===== config.mk =====
export PLATFORM = sky130hd
export DESIGN_NAME = uart_tx_arbiter
export DESIGN_NICKNAME = d
export VERILOG_FILES = /design/src/rtl/uart_tx_arbiter.sv
export SDC_FILE = /design/constraint.sdc
export NUM_CORES = 1
export LEC_CHECK = 0
export BUFFER_PORTS_ARGS = -buffer_cell sky130_fd_sc_hd__buf_2
export CORE_ASPECT_RATIO = 0.75
export CORE_MARGIN = 3
export CORE_UTILIZATION = 25
export DETAILED_ROUTE_END_ITERATION = 12
export PLACE_DENSITY_LB_ADDON = 0.25
export SETUP_SLACK_MARGIN = 0.1
export SLEW_MARGIN = 0
export SYNTH_ARGS = -nofsm -noshare
export SYNTH_HDL_FRONTEND = slang
export SYNTH_SLANG_ARGS = --single-unit

===== constraint.sdc =====
create_clock -name clk -period 2.9 [get_ports clk]
set_clock_uncertainty 0.15 [all_clocks]
set_input_delay 0.58 -clock clk [delete_from_list [all_inputs] [get_ports clk]]
set_output_delay 0.58 -clock clk [all_outputs]
set_load 0.05 [all_outputs]

===== src/rtl/uart_tx_arbiter.sv =====
// rtl/uart_tx_arbiter.sv - message-granular round-robin arbiter sharing one UART TX byte engine
module uart_tx_arbiter #(
  parameter int NREQ      = 4,
  parameter int MAX_BURST = 16,
  parameter int HOLD_TMO  = 64
) (
  input  logic              clk,
  input  logic              rst,
  input  logic [NREQ-1:0]   req_valid_i,
  input  logic [8*NREQ-1:0] req_data_i,
  input  logic [NREQ-1:0]   req_last_i,
  output logic [NREQ-1:0]   req_ready_o,
  output logic              tx_valid_o,
  output logic [7:0]        tx_data_o,
  input  logic              tx_done_i,
  output logic [NREQ-1:0]   grant_o,
  output logic              busy_o
);

  localparam int IW = $clog2(NREQ);
  localparam logic [IW:0]   NREQ_W    = NREQ[IW:0];
  localparam logic [IW-1:0] LAST_IDX  = IW'(NREQ - 1);
  localparam logic [7:0]    BURST_MAX = 8'(MAX_BURST);
  localparam logic [15:0]   TMO_LAST  = 16'(HOLD_TMO - 1);

  typedef enum logic [1:0] {IDLE, SEND, WAIT, HOLD} state_e;

  state_e          state_q;
  logic [IW-1:0]   ptr_q;
  logic [IW-1:0]   gidx_q;
  logic [NREQ-1:0] grant_q;
  logic [7:0]      data_q;
  logic [7:0]      burst_q;
  logic [15:0]     tmo_q;
  logic            last_q;

  logic            pick_found;
  logic [IW-1:0]   pick_idx;
  logic [IW:0]     scan_j;
  logic [7:0]      pick_data;
  logic [7:0]      own_data;
  logic            own_valid;
  logic [IW-1:0]   next_ptr;

  // Scan ptr, ptr+1, ... wrapping at NREQ so non-power-of-two counts work.
  always_comb begin
    pick_found = 1'b0;
    pick_idx   = '0;
    scan_j     = '0;
    for (int k = 0; k < NREQ; k++) begin
      scan_j = {1'b0, ptr_q} + k[IW:0];
      if (scan_j >= NREQ_W) scan_j = scan_j - NREQ_W;
      if (!pick_found && req_valid_i[scan_j[IW-1:0]]) begin
        pick_found = 1'b1;
        pick_idx   = scan_j[IW-1:0];
      end
    end
  end

  assign pick_data = req_data_i[{pick_idx, 3'b000} +: 8];
  assign own_data  = req_data_i[{gidx_q, 3'b000} +: 8];
  assign own_valid = req_valid_i[gidx_q];
  assign next_ptr  = (gidx_q == LAST_IDX) ? '0 : gidx_q + 1'b1;

  always_ff @(posedge clk) begin
    if (rst) begin
      state_q <= IDLE;
      ptr_q   <= '0;
      gidx_q  <= '0;
      grant_q <= '0;
      data_q  <= 8'h00;
      burst_q <= 8'h00;
      tmo_q   <= 16'h0000;
      last_q  <= 1'b0;
    end else begin
      case (state_q)
        IDLE: begin
          if (pick_found) begin
            gidx_q  <= pick_idx;
            grant_q <= NREQ'(1) << pick_idx;
            data_q  <= pick_data;
            burst_q <= 8'h00;
            state_q <= SEND;
          end
        end
        SEND: begin
          last_q  <= req_last_i[gidx_q];
          burst_q <= burst_q + 8'd1;
          state_q <= WAIT;
        end
        WAIT: begin
          if (tx_done_i) begin
            if (last_q || (burst_q == BURST_MAX)) begin
              grant_q <= '0;
              ptr_q   <= next_ptr;
              state_q <= IDLE;
            end else if (own_valid) begin
              data_q  <= own_data;
              state_q <= SEND;
            end else begin
              tmo_q   <= 16'h0000;
              state_q <= HOLD;
            end
          end
        end
        HOLD: begin
          if (own_valid) begin
            data_q  <= own_data;
            state_q <= SEND;
          end else if (tmo_q == TMO_LAST) begin
            grant_q <= '0;
            ptr_q   <= next_ptr;
            state_q <= IDLE;
          end else begin
            tmo_q <= tmo_q + 16'd1;
          end
        end
        default: state_q <= IDLE;
      endcase
    end
  end

  assign tx_valid_o  = (state_q == SEND);
  assign req_ready_o = tx_valid_o ? grant_q : '0;
  assign busy_o      = (state_q != IDLE);
  assign grant_o     = grant_q;
  assign tx_data_o   = data_q;

endmodule


==> results_dict.tcl, run 1 <==
set metrics [dict create \
    wire_per_inst_um 13.6 \
    row_count 31 \
    slew_viol_final 0 \
    portBuffers 60 \
    swShare 0.329 \
    antenna_found_initial 0 \
    dr.first_iter.drc_count 120 \
    cts_tree "yes" \
    grt_pass1_vias 2384 \
    nets 406 \
    rsz0062_at_grt "no" \
    dp_hpwl_mm 4.98 \
    crit_slowest_cell "dfxtp_1" \
    worst_pin_slew_ns 0.637 \
    synth-seq-cells 43 \
    gp_congestion 0.817 \
    intPower_mw 1.13 \
    final-setup-viol-count 0 \
    wl_mm 6.67 \
    path_cells "inv_1 -> nand2_1 -> inv_1 -> buf_2" \
    ctsResizeCount 0 \
    power_frac_seq 0.397 \
    cts_buffers 5 \
    status "finished, final reports clean" \
    dr.max_layer_used "met4" \
    die_area_um2 11500 \
    startpoint_type "flop" \
    grt_pass1_wl_mm 11.2 \
    netlist_instances 303 \
    worstPathArrival_ns 1.81 \
    initial_core_util 0.260 \
    ys_types 55 \
    clk_latency_ns 0.28 \
    synth_area_per_cell_um2 8.43 \
    diodes 0 \
    async_flop_share 0 \
    p_leak_nw 1.26 \
    p_clk_frac 0.351 \
    synth_nets 350 \
    grt_start_max_net_pins 25 \
    cts.sinks 43 \
    met1Wirelength_mm 3.51 \
    firstDrtPassIters 7 \
    switching_power_uw 555 \
    crit_top_cell "inv_1" \
    dr_total_vias 2489 \
    cts_hold_buf 0 \
    io_pins 61 \
    maxCapViolCount 0 \
    synth_seq_area_share 0.337 \
    cpPeakStageDelay_ns 0.64 \
    area_growth_pct 22.6 \
    min_period_ns 2.54 \
    fmax_mhz 393 \
    grt_usage 0.120 \
    die_w_um 123 \
    drcViolationCount 0 \
    ys_warn_count 0 \
    hold_viol 0 \
    via_per_inst 5.06 \
    cts.root.buffer_cell "clkbuf_16" \
    final_core_util 0.319 \
    ant_nets 0 \
    synth_flop_cell "dfxtp_1" \
    p_comb_frac 0.253 \
    hp-class "flop to flop" \
    core_um2 9810 \
    h-tree-depth 2 \
    irDropWorstVdd_uv 238 \
    netlist_area_um2 2550 \
    wl_met3_um 460 \
    drive_gt1_frac 0.222 \
    grt_overflow 0 \
    tns_ns 0 \
    required_ns 2.17 \
    relSlewSlack 0.575 \
    powerDensity_nw_per_um2 540 \
    finalCritPeriodShare 0.877 \
    path_class "flop to output port" \
    clk_pin_slew_ns 0.06 \
    synth-edff-count 0 \
    die_h_um 93.5 \
    crit_fanout 14 \
    cts.path.max_buffers 2 \
    met2_length_mm 2.64 \
    end_kind "output port" \
    post_cts.repair.setup_buffers 0 \
]
path summary, 6_finish.rpt:
| kind | cells after the start | startpoint | slack, ns | end |
|---|---|---|---|---|
| max | 4 | state_q[1] | 0.36 | tx_valid_o |
| min | 2 | tx_data_o[1] | 0.32 | tx_data_o[1] |
| max reg2reg | 5 | gidx_q[1] | 0.47 | tmo_q[15] |
| min reg2reg | 2 | tx_data_o[1] | 0.32 | tx_data_o[1] |
power groups by stage:
| stage | registers [mW] | clock network, mW | logic [mW] |
|---|---|---|---|
| floorplan | 0.746 | 0 | 0.247 |
| global placement | 0.683 | 0 | 0.427 |
| detailed placement | 0.683 | 0 | 0.430 |
| CTS | 0.670 | 0.611 | 0.430 |
| global route | 0.677 | 0.629 | 0.467 |
| finish | 0.670 | 0.593 | 0.427 |
per-stage QoR:
stage | instance area, µm² | setup WS [ns] | total power [mW] | instances | hold slack, ns
3_5_place_dp | 2970 | 0.275 | 1.11 | 484 | 0.297
6_report | 3130 | 0.356 | 1.69 | 492 | 0.316
5_1_grt | 3130 | 0.188 | 1.77 | 492 | 0.346
3_3_place_gp | 2970 | 0.313 | 1.11 | 484 | 0.294
2_1_floorplan | 2550 | 0.665 | 0.993 | 303 | 0.301
4_1_cts | 3130 | 0.360 | 1.71 | 492 | 0.316
cells in the final DEF (no fill, tap or decap), types with 3 or more instances in the layout:
| master | instances |
|---|---|
| ha_1 | 4 |
| inv_1 | 9 |
| o211ai_1 | 4 |
| buf_2 | 60 |
| a21o_1 | 3 |
| nand2_1 | 26 |
| and2_1 | 3 |
| o21ai_1 | 5 |
| o221ai_1 | 8 |
| dfxtp_1 | 43 |
| nand4_1 | 10 |
| o21ai_0 | 10 |
| nor4_1 | 3 |
| nor2_1 | 15 |
| a21oi_1 | 33 |
| mux2i_1 | 19 |
| nor2b_1 | 3 |
| o31ai_1 | 7 |
| and3_1 | 11 |
| clkbuf_16 | 5 |
| nand2b_1 | 5 |
| or3_1 | 5 |
| or4_1 | 12 |
| nand3_1 | 13 |
| a211oi_1 | 3 |
cells in the mapped netlist (all sizes together) (3+ instances only):
cell | count | area share
a211oi | 3 | 0.0088
a21o | 3 | 0.0088
a21oi | 33 | 0.065
and2 | 3 | 0.0074
and3 | 11 | 0.027
buf | 7 | 0.015
clkbuf | 6 | 0.0088
dfxtp | 43 | 0.34
ha | 4 | 0.020
inv | 10 | 0.015
mux2i | 19 | 0.074
nand2 | 26 | 0.038
nand2b | 5 | 0.012
nand3 | 13 | 0.025
nand4 | 10 | 0.024
nor2 | 16 | 0.026
nor2b | 3 | 0.0074
nor4 | 5 | 0.017
o211ai | 4 | 0.012
o21ai | 16 | 0.033
o221ai | 8 | 0.027
o31ai | 7 | 0.021
or3 | 5 | 0.012
or4 | 12 | 0.035
cell families after synthesis:
kind of cell	count (synthesis)	synth area share
AO/OA/AOI/OAI	90	0.239
XOR/XNOR	2	0.00686
adder cells (fa/ha/maj)	4	0.0196
buffers and inverters	23	0.0382
flip-flops	43	0.337
multiplexers	21	0.0921
AND/OR/NAND/NOR	120	0.267
state kept, by name, summed over array words and instances, names as in the netlist:
name	count
last_q	1
ptr_q	2
tmo_q	16
tx_data_o	8
grant_o	4
state_q	2
gidx_q	2
burst_q	8
critical path, delay by kind of cell (launching register included):
kind	cells	cell delay, ns
buffers and inverters	3	0.71
flip-flops	1	0.64
AND/OR/NAND/NOR	1	0.17
area by class of cell:
type / count / area (µm²)
fill: 1038 / 6680
clock buffer: 8 / 156
sequential: 43 / 861
timing repair buffer: 62 / 315
inverter: 10 / 37.5
tap: 132 / 165
multi-input combinational: 237 / 1600
per-layer routing:
metal	track usage	vias up
li1	-	1272
met1	0.171	1130
met2	0.173	80
met3	0.0387	7
met4	0.0308	0
met5	0	-
Note: power is estimated with default switching activity, not from simulation.
==> inputs of run 2 (changes only) <==
Settings changed: CELL_PAD_IN_SITES_DETAIL_PLACEMENT set to 1, CELL_PAD_IN_SITES_GLOBAL_PLACEMENT set to 1.
==> results_dict.tcl, run 2 (synthesis results as in run 1) <==
set metrics [dict create \
    drive_gt1_frac 0.224 \
    cts.sinks 43 \
    area_growth_pct 23.3 \
    ant_nets 0 \
    cts_hold_buf 0 \
    placed_cells 486 \
    cts_buffers 5 \
    hp-class "flop to flop" \
    required_ns 2.96 \
    relSlewSlack 0.563 \
    layout_commonest_cell "buf_2" \
    drcViolationCount 0 \
    largest_reg_flops 16 \
    row_count 31 \
    grt_pass1_vias 2627 \
    worst_pin_slew_ns 0.656 \
    firstDrtPassIters 4 \
    ctsResizeCount 0 \
    wire_per_inst_um 15.8 \
    status "finished, final reports clean" \
    clk_latency_ns 0.28 \
    cts_tree "yes" \
    cts.path.max_buffers 2 \
    antenna_found_initial 0 \
    diodes 0 \
    grt_overflow 0 \
    portBuffers 60 \
    final-setup-viol-count 0 \
    startpoint_type "flop" \
    initial_core_util 0.260 \
    die_h_um 93.5 \
    crit_buf_inv 0 \
    slew_viol_final 0 \
    h-tree-depth 2 \
    io_pins 61 \
    wl_mm 7.78 \
    min_period_ns 2.46 \
    grt_usage 0.145 \
    finalCritPeriodShare 0.848 \
    tns_ns 0 \
    cpPeakStageDelay_ns 0.66 \
    dr.first_iter.drc_count 105 \
    nets 408 \
    maxCapViolCount 0 \
    holdWs_ns 0.306 \
    grt_start_max_net_pins 25 \
    clk_pin_slew_ns 0.06 \
    grt_pass1_wl_mm 13.4 \
    path_class "flop to flop" \
    post_cts.repair.setup_buffers 0 \
    largest-register "tmo_q" \
    crit_slowest_cell "mux4_2" \
    die_w_um 123 \
    hold_viol 0 \
    via_per_inst 5.22 \
    cpLargestDelayFamily "simple AND/OR/NAND/NOR gates" \
    end_kind "flop" \
    powerDensity_nw_per_um2 555 \
    path_cells "mux4_2 -> nor2_4 -> o21ai_2 -> or4_1 -> a21oi_1" \
    worstPathArrival_ns 2.52 \
    core_um2 9810 \
    rsz0062_at_grt "no" \
    p_leak_nw 1.27 \
    irDropWorstVdd_uv 214 \
    dr_total_vias 2573 \
    layout_common_cells "buf_2 (60), dfxtp_1 (43), a21oi_1 (33), nand2_1 (26), mux2i_1 (19)" \
    crit_fanout 17 \
    fillCellCount 1198 \
    fmax_mhz 407 \
    setup_ws_ns 0.442 \
    gp_congestion 0.821 \
    cts.root.buffer_cell "clkbuf_16" \
    dp_worst_setup_slack_ns 0.242 \
    instances_no_fill 493 \
    die_area_um2 11500 \
    dp_hpwl_mm 5.89 \
]
==> run 2: report_power, final <==
part	switching (mW)	leakage, nW	total, mW	internal [mW]
clock	0.232	0.0769	0.634	0.402
sequential	0.0345	0.349	0.662	0.627
combinational	0.306	0.847	0.452	0.146
==> run 2: per-stage QoR <==
stage | util | total power, mW | instance area, µm²
after floorplan | - | 0.993 | 2550
after global placement | 0.305 | 1.12 | 2990
after detailed placement | 0.305 | 1.13 | 2990
after CTS | 0.321 | 1.77 | 3150
after global routing | 0.321 | 1.85 | 3150
final | 0.321 | 1.75 | 3150
==> run 2: worst paths after layout <==
path / depth (start not counted) / end / slack, ns / start
max: 5 / tmo_q[2] / 0.44 / gidx_q[1]
min: 2 / tx_data_o[0] / 0.31 / tx_data_o[0]
max reg2reg: 5 / tmo_q[2] / 0.44 / gidx_q[1]
min reg2reg: 2 / tx_data_o[0] / 0.31 / tx_data_o[0]
==> run 2: layout make-up <==
type,count,area [µm²],area share
inverter,10,37.5,0.0119
timing repair buffer,64,330,0.105
multi-input combinational,237,1600,0.507
clock inverter,1,30.0,0.00954
tap,132,165,0.0525
sequential,43,861,0.273
clock buffer,6,129,0.0409
==> run 2: metal layers <==
metal  up-vias  wire length, µm  track usage
met5         -                0            0
met4         0               39       0.0252
met3         5              345       0.0363
met2        50             3390        0.221
met1      1240             4010        0.209
li1       1278                -            -
==> run 2: worst register-to-register path, cell delays in order (launching register included) <==
cell and delay [ns]:
dfxtp_1 0.47, mux4_2 0.66, nor2_4 0.18, o21ai_2 0.22, or4_1 0.55, a21oi_1 0.17
